===== src/rtl/vram_arb_pkg.sv =====
// vram_arb_pkg: shared CPU FSM states, slot tags and read latency for the VRAM arbiter.
package vram_arb_pkg;
    typedef enum logic [1:0] {IDLE, ISSUED, RDWAIT, ACK} cpu_state_t;
    typedef enum logic [1:0] {NONE, VID, CPU_RD, CPU_WR} slot_t;
    localparam int RD_LAT = 2;
endpackage


===== src/rtl/vram_arbiter_if.sv =====
// vram_arbiter_if: video, CPU and VRAM-side signal bundle of the VRAM arbiter.
interface vram_arbiter_if #(parameter int ADDR_W = 12, parameter int DATA_W = 8);
    logic              vid_req;
    logic [ADDR_W-1:0] vid_adr;
    logic [DATA_W-1:0] vid_dat;
    logic              vid_dat_vld;
    logic              cpu_req;
    logic              cpu_we;
    logic [ADDR_W-1:0] cpu_adr;
    logic [DATA_W-1:0] cpu_wdat;
    logic [DATA_W-1:0] cpu_rdat;
    logic              cpu_ack;
    logic [ADDR_W-1:0] ram_adr;
    logic              ram_we;
    logic [DATA_W-1:0] ram_wdat;
    logic [DATA_W-1:0] ram_rdat;
    logic [15:0]       stat_conflicts;
    modport slave (
        input  vid_req, vid_adr, cpu_req, cpu_we, cpu_adr, cpu_wdat, ram_rdat,
        output vid_dat, vid_dat_vld, cpu_rdat, cpu_ack, ram_adr, ram_we, ram_wdat, stat_conflicts
    );
    modport master (
        output vid_req, vid_adr, cpu_req, cpu_we, cpu_adr, cpu_wdat, ram_rdat,
        input  vid_dat, vid_dat_vld, cpu_rdat, cpu_ack, ram_adr, ram_we, ram_wdat, stat_conflicts
    );
endinterface


===== src/rtl/vram_arb_tagpipe.sv =====
// vram_arb_tagpipe: slot tag shift register that steers returning VRAM data to video or CPU.
module vram_arb_tagpipe import vram_arb_pkg::*; #(parameter int DATA_W = 8) (
    input  logic              pixel_clock,
    input  logic              reset,
    input  slot_t             tag_in,
    input  logic [DATA_W-1:0] ram_rdat,
    output slot_t             tag_issued,
    output logic [DATA_W-1:0] vid_dat,
    output logic              vid_dat_vld,
    output logic [DATA_W-1:0] cpu_rdat
);
    slot_t tags [RD_LAT];
    always_ff @(posedge pixel_clock or negedge reset) begin
        if (!reset) begin
            for (int i = 0; i < RD_LAT; i++) tags[i] <= NONE;
            vid_dat     <= '0;
            vid_dat_vld <= 1'b0;
            cpu_rdat    <= '0;
        end else begin
            tags[0] <= tag_in;
            for (int i = 1; i < RD_LAT; i++) tags[i] <= tags[i-1];
            vid_dat_vld <= tags[RD_LAT-1] == VID;
            if (tags[RD_LAT-1] == VID) vid_dat <= ram_rdat;
            if (tags[RD_LAT-1] == CPU_RD) cpu_rdat <= ram_rdat;
        end
    end
    assign tag_issued = tags[0];
endmodule


===== src/rtl/vram_arbiter.sv =====
// vram_arbiter: shares one single-port VRAM between fixed-latency video fetch and a req/ack CPU port.
// Define VRAM_ARB_STATS_EN to enable the stat_conflicts video/CPU collision counter.
module vram_arbiter import vram_arb_pkg::*; #(parameter int ADDR_W = 12, parameter int DATA_W = 8) (
    input logic         pixel_clock,
    input logic         reset,
    vram_arbiter_if.slave bus
);
    cpu_state_t        state, state_nx;
    slot_t             slot, tag_issued;
    logic              cpu_go;
    logic [ADDR_W-1:0] adr_q;
    logic [DATA_W-1:0] wdat_q;
    logic              we_q;
    assign cpu_go = state == IDLE && bus.cpu_req && !bus.vid_req;
    assign slot   = bus.vid_req ? VID : !cpu_go ? NONE : bus.cpu_we ? CPU_WR : CPU_RD;
    // the issued tag, not cpu_we, decides the branch so an early cpu_req drop still completes
    always_comb
        state_nx = state == IDLE   ? (cpu_go ? ISSUED : IDLE) :
                   state == ISSUED ? (tag_issued == CPU_WR ? ACK : RDWAIT) :
                   state == RDWAIT ? ACK : IDLE;
    always_ff @(posedge pixel_clock or negedge reset) begin
        if (!reset) state <= IDLE;
        else        state <= state_nx;
    end
    always_ff @(posedge pixel_clock or negedge reset) begin
        if (!reset) begin
            adr_q  <= '0;
            wdat_q <= '0;
            we_q   <= 1'b0;
        end else begin
            we_q <= cpu_go && bus.cpu_we;
            if (bus.vid_req) adr_q <= bus.vid_adr;
            else if (cpu_go) begin
                adr_q  <= bus.cpu_adr;
                wdat_q <= bus.cpu_wdat;
            end
        end
    end
    assign bus.ram_adr  = adr_q;
    assign bus.ram_wdat = wdat_q;
    assign bus.ram_we   = we_q;
    assign bus.cpu_ack  = state == ACK;
    vram_arb_tagpipe #(.DATA_W(DATA_W)) u_tagpipe (
        .pixel_clock(pixel_clock),
        .reset(reset),
        .tag_in(slot),
        .ram_rdat(bus.ram_rdat),
        .tag_issued(tag_issued),
        .vid_dat(bus.vid_dat),
        .vid_dat_vld(bus.vid_dat_vld),
        .cpu_rdat(bus.cpu_rdat)
    );
`ifdef VRAM_ARB_STATS_EN
    logic [15:0] conflicts;
    always_ff @(posedge pixel_clock or negedge reset) begin
        if (!reset) conflicts <= '0;
        else if (state == IDLE && bus.cpu_req && bus.vid_req && conflicts != 16'hFFFF) conflicts <= conflicts + 16'd1;
    end
    assign bus.stat_conflicts = conflicts;
`else
    assign bus.stat_conflicts = '0;
`endif
endmodule

===== src/flat_wrapper.sv =====
// flat-port wrapper written by rule: the top's interface ports become plain ports
module vram_arbiter_flat import vram_arb_pkg::*;
#(parameter int ADDR_W = 12, parameter int DATA_W = 8)
  (pixel_clock, reset, bus_vid_req, bus_vid_adr, bus_cpu_req, bus_cpu_we, bus_cpu_adr, bus_cpu_wdat, bus_ram_rdat, bus_vid_dat, bus_vid_dat_vld, bus_cpu_rdat, bus_cpu_ack, bus_ram_adr, bus_ram_we, bus_ram_wdat, bus_stat_conflicts);
  vram_arbiter_if #(.ADDR_W(ADDR_W), .DATA_W(DATA_W)) bus_i ();
  input logic pixel_clock;
  input logic reset;
  input wire logic [$bits(bus_i.vid_req)-1:0] bus_vid_req;
  input wire logic [$bits(bus_i.vid_adr)-1:0] bus_vid_adr;
  input wire logic [$bits(bus_i.cpu_req)-1:0] bus_cpu_req;
  input wire logic [$bits(bus_i.cpu_we)-1:0] bus_cpu_we;
  input wire logic [$bits(bus_i.cpu_adr)-1:0] bus_cpu_adr;
  input wire logic [$bits(bus_i.cpu_wdat)-1:0] bus_cpu_wdat;
  input wire logic [$bits(bus_i.ram_rdat)-1:0] bus_ram_rdat;
  output wire logic [$bits(bus_i.vid_dat)-1:0] bus_vid_dat;
  output wire logic [$bits(bus_i.vid_dat_vld)-1:0] bus_vid_dat_vld;
  output wire logic [$bits(bus_i.cpu_rdat)-1:0] bus_cpu_rdat;
  output wire logic [$bits(bus_i.cpu_ack)-1:0] bus_cpu_ack;
  output wire logic [$bits(bus_i.ram_adr)-1:0] bus_ram_adr;
  output wire logic [$bits(bus_i.ram_we)-1:0] bus_ram_we;
  output wire logic [$bits(bus_i.ram_wdat)-1:0] bus_ram_wdat;
  output wire logic [$bits(bus_i.stat_conflicts)-1:0] bus_stat_conflicts;
  assign bus_i.vid_req = bus_vid_req;
  assign bus_i.vid_adr = bus_vid_adr;
  assign bus_i.cpu_req = bus_cpu_req;
  assign bus_i.cpu_we = bus_cpu_we;
  assign bus_i.cpu_adr = bus_cpu_adr;
  assign bus_i.cpu_wdat = bus_cpu_wdat;
  assign bus_i.ram_rdat = bus_ram_rdat;
  assign bus_vid_dat = bus_i.vid_dat;
  assign bus_vid_dat_vld = bus_i.vid_dat_vld;
  assign bus_cpu_rdat = bus_i.cpu_rdat;
  assign bus_cpu_ack = bus_i.cpu_ack;
  assign bus_ram_adr = bus_i.ram_adr;
  assign bus_ram_we = bus_i.ram_we;
  assign bus_ram_wdat = bus_i.ram_wdat;
  assign bus_stat_conflicts = bus_i.stat_conflicts;
  vram_arbiter #(.ADDR_W(ADDR_W), .DATA_W(DATA_W)) u_core (.pixel_clock(pixel_clock), .reset(reset), .bus(bus_i));
endmodule

===== config.mk =====
export PLATFORM = sky130hd
export DESIGN_NAME = vram_arbiter_flat
export DESIGN_NICKNAME = d
export VERILOG_FILES = /design/src/rtl/vram_arb_pkg.sv /design/src/rtl/vram_arbiter_if.sv /design/src/rtl/vram_arb_tagpipe.sv /design/src/rtl/vram_arbiter.sv /design/src/flat_wrapper.sv
export SDC_FILE = /design/constraint.sdc
export NUM_CORES = 1
export LEC_CHECK = 0
export CORE_UTILIZATION = 36
export DETAILED_ROUTE_END_ITERATION = 7
export PLACE_DENSITY = 0.83
export SETUP_SLACK_MARGIN = 0.4
export SYNTH_ARGS = -nofsm -noshare
export SYNTH_HDL_FRONTEND = slang
export SYNTH_SLANG_ARGS = --single-unit

===== constraint.sdc =====
create_clock -name pixel_clock -period 1.6 [get_ports pixel_clock]
set_input_delay 0.48 -clock pixel_clock [delete_from_list [all_inputs] [get_ports pixel_clock]]
set_output_delay 0.48 -clock pixel_clock [all_outputs]
set_load 0.02 [all_outputs]

# Word level (Yosys, flattened, before mapping)
# Index checks and enable logic that the tools add are counted.
# op_classes
n_reduce_logical	7
n_eq_ne	6
muxes	10
bitwise	1
# op_table
op	n
$mux 12	2
$mux 2	5
$eq 2x2->1 const B	4
$eq 2x1->1 const B	2
$logic_and 1x1->1	3
$mux 1	3
$logic_not 2->1	1
$reduce_and 2->1	1
$reduce_bool 2->1	1
$logic_not 1->1	1
$not 1->1	1
# totals
wordCells	33
register_bits	44
inputBits	45
output_inout_bits	55

# Logic depth before layout (Yosys ltp)
# Gate-level depths: netlist of run 1.
# depth
word_depth	5
depth_mapped	5
ltp_nobuf	4

# Cells and area by module
# Synthesis of run 1 repeated with hierarchy kept, for this count alone.
# hier_totals
hier_cells	134
area_unflattened_um2	2062.0
# modules_own_cells
module	n_inst	cells_per_inst	area_each_um2	seq_area_each_um2
vram_arbiter	1	90	1242.4	575.6
vram_arb_tagpipe	1	44	819.5	525.5

# Worst setup path before layout of run 1
# No wires, ideal clock.
# synth_path
path_kind	reg2reg
startpoint	register u_core.state[0]
endpoint	register u_core.adr_q[10], in the netlist u_core.bus.ram_adr[10]
n_path_buf	1
path_slack_ns	0.064
synth_period_minus_slack_ns	1.536
stages_incl_launch_ff	6
required_time_ns	1.475
setup_time_ns	0.125
arrival_time_ns	1.411
path_cell_list	dfrtp_1 -> inv_1 -> ha_1 -> a21oi_1 -> buf_4 -> mux2_2
# synth_via
elab_chain_len	4
# synth_lines
item	line_no	text
start: declaration	vram_arbiter.sv:8	cpu_state_t state, state_nx;
start signal: assignment	vram_arbiter.sv:23	else state <= state_nx;
$logic_not 2->1	vram_arbiter.sv:14	assign cpu_go = state == IDLE && bus.cpu_req && !bus.vid_req;
$logic_and 1x1->1 (2 in series)	vram_arbiter.sv:14	
$reduce_bool 2->1 (no line)	n/a	
end signal: assignment	vram_arbiter.sv:32	if (bus.vid_req) adr_q <= bus.vid_adr;
end signal: assignment	vram_arbiter.sv:34	adr_q <= bus.cpu_adr;
end: declaration	vram_arbiter.sv:11	logic [ADDR_W-1:0] adr_q;
# Every way passes these cells.
# A chain may end at the register's enable or synchronous reset.

# Worst setup path in the final report of run 1
# layout_path
startpoint	register u_core.state[1]
endpoint	register u_core.adr_q[0], in the netlist u_core.bus.ram_adr[0]
# The elaborated chain is that of the path after synthesis.

==> results of run 1 <==
-- synth_stat cells --
master    instances
o21bai_1          1
buf_6             1
nand3b_4          1
a21oi_1           1
mux2_2           39
conb_1            1
nor2b_1           1
dfrtp_1          44
nand2b_1          1
ha_1              4
inv_1             5
nand4b_1          1
o311ai_0          1
nor2_1            1
buf_2             2
mux2_4            9
buf_4            18
-- layout by cell type (no fill, tap or decap), types with 3 or more instances in the layout --
master	count
mux2_4	22
buf_12	3
dfrtp_1	44
clkbuf_8	6
clkdlybuf4s50_1	41
buf_6	46
conb_1	16
buf_4	21
mux2_2	26
-- layer usage --
metal,global-route usage,vias up,share of wire
li1,-,654,-
met1,0.169,680,0.39
met2,0.255,65,0.53
met3,0.0443,5,0.063
met4,0.0519,0,0.012
met5,0,-,0
-- per-stage QoR --
stage	utilization	setup slack, ps	hold WS, ps
global placement	0.558	-265	368
finish	0.653	95.9	164
CTS	0.628	108	161
detailed placement	0.558	-287	375
floorplan	-	243	184
global route	0.653	32.2	178
-- report_power, final --
group	leakage [µW]	switching [µW]	total, µW	internal [µW]
logic	0.00106	1020	2560	1540
clock network	0.0000455	346	698	352
registers	0.000522	259	1740	1480
total	0.00162	1620	5000	3370
-- kinds of logic (layout without fill, tap and decap cells) --
kind of cell	Yosys count	after routing	synth area share
buf+inv	26	129	0.0889
flops	44	44	0.559
mux	48	48	0.291
other cells	1	16	0.00190
fa+ha+maj	4	4	0.0254
simple gates	5	6	0.0229
compound gates	3	3	0.0108
-- how the worst max path moves through the flow --
| stage | from | to | slack, ps | cells past startpoint |
|---|---|---|---|---|
| CTS | u_core.state[0] | bus_cpu_ack | 110 | 2 |
| finish | u_core.state[1] | u_core.bus.ram_adr[0] | 100 | 7 |
| global route | u_core.state[1] | u_core.bus.ram_adr[11] | 30 | 7 |
| floorplan | u_core.state[0] | u_core.bus.ram_adr[10] | 240 | 5 |
| global placement | bus_vid_req | u_core.bus.ram_adr[1] | -260 | 4 |
| detailed placement | bus_vid_req | u_core.bus.ram_adr[0] | -290 | 4 |
-- timing repair --
action,CTS,global route
setup buffers,9,14
cloned,3,0
resized for setup,263,6
pin swaps,3,1
setup endpoints to repair,71,63
-- flip-flops by register name, indices dropped and copies added, names as in the netlist, 2 cells and up --
register                     count
u_core.bus.ram_wdat              8
u_core.u_tagpipe.cpu_rdat        8
u_core.bus.ram_adr              12
u_core.u_tagpipe.tag_issued      2
u_core.state                     2
u_core.u_tagpipe.vid_dat         8
u_core.u_tagpipe.tags            2
-- cell type report --
type / instances / area (µm²)
Clock buffer: 8 / 90.1
Multi-Input combinational cell: 77 / 863
Timing Repair Buffer: 116 / 1230
Fill cell: 416 / 1810
Tap cell: 70 / 87.6
Sequential cell: 44 / 1100
Inverter: 5 / 23.8
==> metrics, run 1 <==
antenna violations before repair 0; hpwl dp 2680 µm; drt wl/cell about 13 µm; All-Layer GR Usage 0.146; fmax around 0.66 GHz; required time of the critical path around 1800 ps; CP cell instances buf_6 -> inv_4 -> ha_4 -> a21oi_4 -> buf_6 -> buf_16 -> mux2_4; vias in the first global route 1376; leading area contributor after synthesis dfrtp_1; n_diodes 0; Leak approximately 0.0016 µW; worst-path cell with the longest stage delay dfrtp_1; Port Buffers 83; Final setup viols 0; area of the mapped netlist 0.00197 mm²; Initial Util 0.379; minimum clock period between 1500 and 2000 ps; sequential share of the synthesized area 0.559; Final Wtd Congestion 0.676; fin area ~0.0034 mm²; drt initial violations 5; Mapped Cells 131; CP Class flop to flop; vias per cell 4.39; worst skew pair latency between 200 and 300 ps; final period utilization 0.940; Area contributors post-synth dfrtp_1 (56%), mux2_2 (22%), buf_4 (6.9%); Max Buffers Root-to-Sink 2; DRT antenna net count 0; first-pass GRT wire length between 6000 and 7000 µm; FF-to-FF End u_core.bus.ram_adr[0]; CP endpoint kind flop; largest net degree at the start of global routing 45; critical path's top delay family buffers and inverters; Crit path top cell by count buf_6; Final Power 5000 µW; Clock Skew ~6.4 ps; CP startpoint kind flop; routed via count 1404; Die X roughly 76 µm; htree depth 2; CTS tree built; die area 0.00577 mm²; root buffer cell clkbuf_8; worst vdd ir between 900 and 1000 µV; I/O pins 100; outcome finished, final reports clean; Slew Viols, Final 0; share of cells above drive strength 1 0.556; number of hold buffers added after CTS 0; Cell Rows 26; Synth Warn # 0; MaxCap Viol Count 0; Core Box Area between 0.005 and 0.006 mm²; Buf+Inv Stages, Crit Path 4; worst-path fanout max 6; Total Nets Final 298; GRT overflow 0; worst min-delay path class primary input to asynchronous set/reset pin; Final Hold Vio Count 0; synthesized area per cell 15.0 µm²; placed cells between 200 and 300; CTS sink cnt 44; Critical Path AT between 1500 and 2000 ps; CTS Buf Count 5; Reg-to-Reg Start u_core.state[1]; flops & latches, synth 44; Die H between 70 and 80 µm; Placement Cell Area around 0.0029 mm²; Layout area overhead 72.4%; reg2reg setup slack approximately 96 ps; Post-route DRC 0; share of the synthesized area in the top cell type 0.559; CP peak stage delay roughly 400 ps; R2R depth 7; fin cells 320; DR pass1 iterations 3; Synth cell types 17; WL final between 4000 and 5000 µm; RSZ-0062 raised after global routing true; PD cells approximately 1500 mW/mm²; post-route setup TNS 0 ps; clock transition at the registers of the reported paths ~80 ps
(Power assumes the default switching activity.)
==> run 2: changes to the inputs <==
Settings changed: REMOVE_ABC_BUFFERS from default to 1.
==> metrics, run 2 (synthesized netlist as in run 1, its figures left out) <==
worst-path fanout max 3 (was 6); PD cells 1520 mW/mm² (was 1470 mW/mm²); Die X 76.0 µm (unchanged); DRT antenna net count 0 (unchanged); RSZ-0062 raised after global routing true (unchanged); Leak 0.00149 µW (was 0.00162 µW); worst min-delay path class primary input to asynchronous set/reset pin (unchanged); minimum clock period 1500 ps (about the same); drt wl/cell 13.9 µm (was 13.1 µm); htree depth 2 (unchanged); WL final 4150 µm (was 4190 µm); Core Box Area 0.00520 mm² (unchanged); FF-to-FF End u_core.bus.ram_adr[7] (was u_core.bus.ram_adr[0]); CP endpoint kind output pin (was flop); CTS sink cnt 44 (unchanged); vias in the first global route 1371 (was 1376); Clock Skew 7.27 ps (was 6.39 ps); routed via count 1281 (was 1404); Reg-to-Reg Start u_core.state[0] (was u_core.state[1]); worst skew pair latency 290 ps (about the same); CP peak stage delay 410 ps (was 390 ps); MaxCap Viol Count 0 (unchanged); Final Wtd Congestion 0.672 (was 0.676); CTS tree built (unchanged); number of hold buffers added after CTS 0 (unchanged); Die H 76.0 µm (unchanged); die area 0.00577 mm² (unchanged); max reg flops 12 (unchanged); fin cells 298 (was 320); CP startpoint kind flop (unchanged); clock transition at the registers of the reported paths 80 ps (about the same); Initial Util 0.379 (unchanged); placed cells 285 (was 286); root buffer cell clkbuf_8 (unchanged); fmax 0.666 GHz (was 0.665 GHz); drt initial violations 22 (was 5); DR pass1 iterations 2 (was 3); worst-path cell with the longest stage delay dfrtp_1 (unchanged); required time of the critical path 1120 ps (was 1780 ps); largest net degree at the start of global routing 45 (unchanged); outcome finished, final reports clean (unchanged); Critical Path AT 1020 ps (was 1680 ps); Layout Utilization 0.610 (was 0.653); Final setup viols 0 (unchanged); CTS Buf Count 5 (unchanged); I/O pins 100 (unchanged); All-Layer GR Usage 0.152 (was 0.146); CP cell instances ha_2 -> buf_6 (was buf_6 -> inv_4 -> ha_4 -> a21oi_4 -> buf_6 -> buf_16 -> mux2_4); Total Nets Final 276 (was 298); Cell Rows 26 (unchanged); hpwl dp 2870 µm (was 2680 µm); antenna violations before repair 0 (unchanged); Post-route DRC 0 (unchanged); n_diodes 0 (unchanged); R2R depth 5 (was 7); CP Class flop to output pin (was flop to flop); share of cells above drive strength 1 0.504 (was 0.556); GRT overflow 0 (unchanged); first-pass GRT wire length 6730 µm (was 6660 µm); vias per cell 4.30 (was 4.39); final period utilization 0.939 (was 0.940); Port Buffers 83 (unchanged); Final Hold Vio Count 0 (unchanged); worst vdd ir 798 µV (was 926 µV); reg2reg setup slack 150 ps (was 100 ps); Max Buffers Root-to-Sink 2 (unchanged); Layout area overhead 61.2% (was 72.4%); commonest non-fill, non-tap cell in the layout dfrtp_1 (was buf_6); Slew Viols, Final 0 (unchanged); most frequent cells in the layout dfrtp_1 (44), buf_6 (43), clkdlybuf4s50_1 (41) (was buf_6 (46), dfrtp_1 (44), clkdlybuf4s50_1 (41))
[run 2: cell count changes in the layout (fill, tap and decap cells not counted), sizes merged]
cell    previous run  this run
clkbuf             8         7
bufinv             0         1
buf               72        50
[run 2: what timing repair did]
action,in CTS,in global routing
setup endpoints to repair,71,70
cloned,3,0
resized for setup,250,9
pin swaps,3,0
setup buffers,1,1
[run 2: through the flow]
stage	hold slack [ps]	total power [µW]	setup slack (ps)	cell area, µm²	TNS, ps
floorplan	184	2640	-225	1870	-2700
global placement	366	3580	-296	2860	-5800
detailed placement	367	3640	-338	2860	-6440
CTS	159	4830	85.8	3140	0
global route	163	5090	36.5	3180	0
finish	152	4830	97.7	3180	0
[run 2: layer usage]
layer	routed length, µm	vias up	GRT usage
met3	138	5	0.0335
met5	0	-	0
met4	53	0	0.0635
met2	2240	37	0.267
met1	1710	632	0.180
li1	-	607	-
[run 2: where the power goes]
part	switching [µW]	internal, µW	leakage [µW]
Sequential	254	1480	0.000522
Clock	373	551	0.0000645
Combinational	931	1240	0.000904
Total	1560	3280	0.00149
[run 2: how the worst max path moves through the flow]
stage | startpoint | end | cells past startpoint
final | u_core.state[1] | bus_cpu_ack | 2
after floorplan | u_core.state[0] | u_core.bus.ram_adr[0] | 4
after global placement | bus_vid_req | u_core.bus.ram_adr[2] | 5
after detailed placement | bus_vid_req | u_core.bus.ram_adr[6] | 5
after CTS | u_core.state[1] | bus_cpu_ack | 2
after global routing | u_core.state[0] | bus_cpu_ack | 2
[run 2: cell type report]
type	count	area, µm²
sequential	44	1100
fill	440	2030
multi-input combinational	77	821
inverter	5	18.8
clock inverter	1	30.0
tap	70	87.6
timing repair buffer	94	1020
clock buffer	7	96.3
[run 2: worst max-delay path, delay by kind of cell, from the launching register on]
family / cells / cell delay (ps)
flip-flops: 1 / 410
adder cells (fa/ha/maj): 1 / 190
buffers and inverters: 1 / 120
